==> config.mk <==
export PLATFORM = sky130hd
export DESIGN_NAME = bcd_mod_counter
export DESIGN_NICKNAME = d
export VERILOG_FILES = /design/src/rtl/bcd_mod_counter.sv
export SDC_FILE = /design/constraint.sdc
export NUM_CORES = 1
export LEC_CHECK = 0
export ABC_AREA = 1
export CORE_MARGIN = 1
export CORE_UTILIZATION = 50
export CTS_BUF_LIST = sky130_fd_sc_hd__clkbuf_4
export CTS_CLUSTER_DIAMETER = 60
export DETAILED_ROUTE_END_ITERATION = 7
export GPL_ROUTABILITY_DRIVEN = 0
export PLACE_DENSITY = 0.83
export REMOVE_ABC_BUFFERS = 1
export SYNTH_ARGS = -nofsm -noshare
export SYNTH_HDL_FRONTEND = slang
export SYNTH_SLANG_ARGS = --single-unit
export TNS_END_PERCENT = 30
==> constraint.sdc <==
create_clock -name clk -period 1.73 [get_ports clk]
set_input_delay 0.346 -clock clk [delete_from_list [all_inputs] [get_ports clk]]
set_output_delay 0.346 -clock clk [all_outputs]
set_load 0.01 [all_outputs]
==> src/rtl/bcd_mod_counter.sv <==
// Multi-digit BCD counter over a programmable [MIN_VAL, MAX_VAL] range with
// up/down stepping, checked preset load and a combinational cascade carry.

module bcd_digit (
  input  logic [3:0] d,
  input  logic       up,
  input  logic       cin,
  input  logic [3:0] p,
  output logic [3:0] nd,
  output logic       cout,
  output logic       p_ok
);
  // cin is the carry (up) or borrow (down) arriving from the lower digit
  always_comb begin
    nd   = d;
    cout = 1'b0;
    if (cin) begin
      if (up) begin
        if (d == 4'd9) begin
          nd   = 4'd0;
          cout = 1'b1;
        end else begin
          nd = d + 4'd1;
        end
      end else begin
        if (d == 4'd0) begin
          nd   = 4'd9;
          cout = 1'b1;
        end else begin
          nd = d - 4'd1;
        end
      end
    end
  end

  assign p_ok = (p <= 4'd9);
endmodule

module bcd_mod_counter #(
  parameter int DIGITS  = 2,
  parameter int MIN_VAL = 0,
  parameter int MAX_VAL = 59
) (
  input  logic                  clk,
  input  logic                  clr,
  input  logic                  en,
  input  logic                  up,
  input  logic                  load,
  input  logic [4*DIGITS-1:0]   pst,
  output logic [4*DIGITS-1:0]   q,
  output logic                  carry_out,
  output logic                  load_err
);
  localparam int W = 4 * DIGITS;

  function automatic longint pow10(input int n);
    longint r;
    r = 1;
    for (int i = 0; i < n; i++) r = r * 10;
    return r;
  endfunction

  function automatic logic [W-1:0] to_bcd(input longint v);
    logic [W-1:0] r;
    longint       t;
    r = '0;
    t = v;
    for (int i = 0; i < DIGITS; i++) begin
      r[4*i +: 4] = 4'(t % 10);
      t = t / 10;
    end
    return r;
  endfunction

  localparam logic [W-1:0] MIN_BCD = to_bcd(longint'(MIN_VAL));
  localparam logic [W-1:0] MAX_BCD = to_bcd(longint'(MAX_VAL));

  if (DIGITS < 1) begin : g_bad_digits
    $fatal(1, "bcd_mod_counter: DIGITS must be at least 1");
  end
  if (MIN_VAL < 0 || MIN_VAL >= MAX_VAL) begin : g_bad_range
    $fatal(1, "bcd_mod_counter: need 0 <= MIN_VAL < MAX_VAL");
  end
  if (longint'(MAX_VAL) >= pow10(DIGITS)) begin : g_bad_max
    $fatal(1, "bcd_mod_counter: MAX_VAL does not fit in DIGITS");
  end

  logic [DIGITS-1:0][3:0] qd, pd, nd;
  logic [DIGITS-1:0]      cin, cout, p_ok;

  assign qd = q;
  assign pd = pst;

  for (genvar i = 0; i < DIGITS; i++) begin : g_dig
    bcd_digit u_dig (
      .d    (qd[i]),
      .up   (up),
      .cin  (cin[i]),
      .p    (pd[i]),
      .nd   (nd[i]),
      .cout (cout[i]),
      .p_ok (p_ok[i])
    );
    if (i == 0) begin : g_lsd
      assign cin[i] = 1'b1;
    end else begin : g_chain
      assign cin[i] = cout[i-1];
    end
  end

  // Valid BCD orders the same as its decimal value, so plain compares work
  logic ge_min, le_max, pst_ok;
  if (MIN_VAL == 0) begin : g_min_zero
    assign ge_min = 1'b1;
  end else begin : g_min_cmp
    assign ge_min = (pst >= MIN_BCD);
  end
  assign le_max = (pst <= MAX_BCD);
  assign pst_ok = (&p_ok) & ge_min & le_max;

  logic at_max, at_min, at_term, wrap;
  assign at_max  = (q == MAX_BCD);
  assign at_min  = (q == MIN_BCD);
  assign at_term = up ? at_max : at_min;
  // a full-width rollover can only coincide with the terminal value; wrap anyway
  assign wrap    = at_term | cout[DIGITS-1];

  assign carry_out = en & at_term;

  always_ff @(posedge clk) begin
    if (clr) begin
      q        <= MIN_BCD;
      load_err <= 1'b0;
    end else if (load) begin
      if (pst_ok) begin
        q        <= pst;
        load_err <= 1'b0;
      end else begin
        load_err <= 1'b1;
      end
    end else if (en) begin
      q <= wrap ? (up ? MIN_BCD : MAX_BCD) : nd;
    end
  end
endmodule

; ---- Word-level counts from Yosys, hierarchy flattened
; Cells that the tools add are included.
[op_classes]
n_addsub = 4
magnitude_cmp = 3
bitwise = 3
eq_ne = 4
n_reduce_logical = 8
mux = 21
[op_table]
columns = operator, n
row1 = $mux 8, 4
row2 = $mux 4, 7
row3 = $mux 1, 9
row4 = $add 4x1->4 const B, 2
row5 = $eq 4x4->1 const B, 2
row6 = $eq 8x7->1 const B, 1
row7 = $le 4x4->1 const B, 2
row8 = $le 8x7->1 const B, 1
row9 = $logic_not 4->1, 2
row10 = $logic_not 8->1, 1
row11 = $sub 4x1->4 const B, 2
row12 = $mux 7, 1
row13 = $reduce_and 2->1, 2
row14 = $reduce_and 3->1, 1
row15 = $reduce_bool 3->1, 1
row16 = $and 1x1->1, 2
row17 = $ne 2x1->1 const B, 1
row18 = $reduce_bool 2->1, 1
row19 = $or 1x1->1, 1
[totals]
wordCells = 46
ff_bits = 9
input_bits = 13

; ---- Longest topological paths before layout
[depth]
ltp_word = 8
depth_mapped = 11
depth_no_buf = 11

; ---- By module
; From an unflattened synthesis, not the netlist that was laid out.
[unflattened]
cells_unflattened = 210
hier_area_um2 = 1081.0
[modules_own_cells]
columns = mod, cells_per_inst, area_per_inst_um2, n_inst, seq_area_each_um2
row1 = bcd_mod_counter, 116, 648.1, 1, 180.2
row2 = bcd_digit, 47, 216.5, 2, 0.0

; ---- Least setup slack after synthesis
; Ideal clock, no wire load.
[synth_timing]
path_type = register to output
start = reg q[3]
end = out carry_out
arrival_time_ns = 1.090
path_buffers = 0
path_stages_with_launch = 6
slack_ns = 0.294
t_required_ns = 1.384
cell_sequence = dfxtp_1 -> nor2_1 -> nand2_4 -> o21ai_2 -> nand2_4 -> nor2_1
[synth_between]
elab_chain_cells = 3
word_cells_on_any_way = 4
cone_classes = eq/ne (1) / mux (1) / bitwise (1) / reduce/logical (1)
[synth_rtl]
columns = element, line
row1 = start: declaration, 50  ; output logic [4*DIGITS-1:0] q,
row2 = start signal: assignment, 136  ; q <= pst;
row3 = start signal: assignment, 142  ; q <= wrap ? (up ? MIN_BCD : MAX_BCD) : nd;
row4 = $eq 8x7->1 / $logic_not 8->1 (equally long branches), "122, 123"
row5 = $mux 1 *, 124  ; assign at_term = up ? at_max : at_min;
row6 = $and 1x1->1 *, 128  ; assign carry_out = en & at_term;
row7 = end: declaration, 51  ; output logic carry_out,
; Mark *: on every way between the ends. The rest lies on a longest branch, timed or not.

; ---- Final worst setup path
[layout_timing]
start = reg q[6]
end = out q[6]
; No word-level cell between the ends.

==> flow_metrics.env <==
export IMPL_period_share=0.989
export IMPL_die_x_um=44.8
export IMPL_maxSlewViolCount=0
export IMPL_vdd_drop_max_v=0.000551
export IMPL_num_antenna_cells=0
export IMPL_cts_htree_levels=1
export IMPL_fin_area_um2=1470
export IMPL_ant_nets=0
export IMPL_hold_buffers=0
export IMPL_status="finished, final reports clean"
export IMPL_critPathMaxFanout=5
export IMPL_start_kind="flip-flop"
export IMPL_met2_usage=0.609
export IMPL_grt_usage=0.338
export IMPL_crit_type="flip-flop to primary output"
export IMPL_cts_clk_slew_worst_paths_ps=70
export IMPL_skew_ps=4.84
export IMPL_yosysWarnings=0
export IMPL_maxCapViolations=0
export IMPL_top_usage_layer="met2"
export IMPL_die_y_um=44.8
export IMPL_clock_root_buffer="clkbuf_4"
export IMPL_met1_usage=0.424
export IMPL_portBuffers=22
export IMPL_fin_nets=232
export IMPL_grt_pass1_vias=1162
export IMPL_power_leakage_nw=0.736
export IMPL_use_met3=0.0160
export IMPL_std_cell_rows=15
export IMPL_routed_wl_mm=3.03
export IMPL_antenna_found_initial=0
export IMPL_max_slew_margin=0.815
export IMPL_tightestPinTransition_ps=276
export IMPL_arrival_ps=1360
export IMPL_p_per_area_nw_per_um2=646
export IMPL_drt_initial_drc_count=82
export IMPL_synth_simple_area_share=0.495
export IMPL_total_power_uw=951
export IMPL_cp_end_kind="primary output"
export IMPL_start_util=0.530
export IMPL_grt_max_degree=11
export IMPL_netlist_instances=159
export IMPL_dp_hpwl_mm=2.17
export IMPL_muxShareOfSynthArea=0
export IMPL_hold_class="flip-flop to flip-flop"
export IMPL_post_route_min_period_ps=1710
export IMPL_synth_area_top_cells="nand2_1 (21%), dfxtp_1 (20%), nor2_1 (7.4%), inv_1 (6.1%), o21ai_0 (6.0%)"
export IMPL_cts_num_sinks=9
export IMPL_ios=23
export IMPL_area_delta_synth_final_pct=60.8
export IMPL_synth_top_area_frac=0.209
export IMPL_final_layout_size_suffix_gt1_frac=0.353
export IMPL_max_freq_ghz=0.585
export IMPL_synth_fa_ha_area_frac=0
export IMPL_dpl_cell_area_um2=1390
export IMPL_synth_compound_gate_area_share=0.183
export IMPL_final_cell_mix="nand2_1 (50), buf_4 (37), clkdlybuf4s50_1 (21)"
export IMPL_reg2reg_depth=13
export IMPL_ys_ff_latch=9
export IMPL_coreArea_um2=1730
export IMPL_syn_avg_cell_area_um2=5.76
export IMPL_setup_viol=0
export IMPL_clock_latency_ps=260
export IMPL_cts_tree="done"
export IMPL_yosys_area_top_type="nand2_1"
export IMPL_vias=1289
export IMPL_yosysSeqAreaShare=0.197
export IMPL_synthXorXnorAreaFrac=0.00956
export IMPL_hold_viol_final=0
export IMPL_grt_pass1_wl_mm=4.91
export IMPL_holdPathStages=2
export IMPL_critPathRequiredTime_ps=1380
export IMPL_globalRoute_totalOverflow=0
export IMPL_post_route_drc_count=0
export IMPL_ys_types=24
export IMPL_layout_commonest_cell="nand2_1"
export IMPL_clk_path_buf_depth=2
export IMPL_dieArea_um2=2010
export IMPL_avgViaCountPerCell=5.30
export IMPL_rsz0062_at_grt="true"
export IMPL_synth_top_family_by_area="simple AND/OR/NAND/NOR gates"
export IMPL_synth_area_um2=916
export IMPL_cts_buffers=3
export IMPL_firstDrtPassIters=5
export IMPL_wl_per_cell_um=12.5
final cells by class:
cell class	instances	area [um2]
timing repair buffer	59	493
tap	25	31.3
sequential	9	190
clock buffer	4	30.0
multi-input combinational	126	653
inverter	20	75.1
fill	102	254
sequential cells by signal, indices dropped and copies added (netlist names):
| name | count |
|---|---|
| load_err | 1 |
| q | 8 |
synthesized netlist by cell type (all sizes together):
cell type and n:
xor2 1, dfxtp 9, nand2 60, nor2 23
o211ai 1, inv 20, clkbuf 1, o21ai 16
a21oi 12, nand3 5, buf 3, o2111ai 1
nor3b 1, nand4 6
cell families (layout without fill, tap and decap cells):
logic type             count (synthesis)  count (layout)
AO/OA/AOI/OAI                         30              30
XOR/XNOR                               1               1
buffers and inverters                 24              83
flip-flops                             9               9
AND/OR/NAND/NOR                       95              95
report_power, final:
part | switching, mW | internal, mW | leakage (nW) | total [mW]
Combinational | 0.262 | 0.244 | 0.640 | 0.506
Clock | 0.0778 | 0.105 | 0.0184 | 0.183
Sequential | 0.0314 | 0.231 | 0.0768 | 0.263
Total | 0.371 | 0.580 | 0.736 | 0.951
final timing paths:
path,start,to,slack (ps)
setup / recovery,q[6],q[6],20
setup reg to reg,q[1],q[4],110
hold / removal,load_err,load_err,480
hold reg to reg,load_err,load_err,480
timing repair:
item / in CTS / in global routing
buffers inserted: 2 / 1
gates resized for setup: 14 / 5
pin swaps: 2 / 2
setup endpoints to repair: 2 / 5
routing by layer:
metal,vias to the layer above,wire length [um],share of wire
met5,-,0,0
met4,0,60,0.020
met3,10,324,0.11
met2,74,1450,0.48
met1,576,1190,0.39
li1,629,-,-
per-stage QoR:
step,setup slack (ps),utilization,TNS (ps),hold slack [ps],cells
4_1_cts,11.1,0.843,0,481,242
6_report,19.8,0.853,0,482,243
3_3_place_gp,-281,0.806,-649,460,236
3_5_place_dp,-293,0.806,-828,467,236
5_1_grt,-3.11,0.853,-3.11,506,243
2_1_floorplan,294,-,0,415,155
worst max-delay path, cell delays in order (launching register included):
cell,delay (ps)
dfxtp_1,410
buf_4,160
clkdlybuf4s50_1,530
Note: power is estimated with default switching activity, not from simulation.
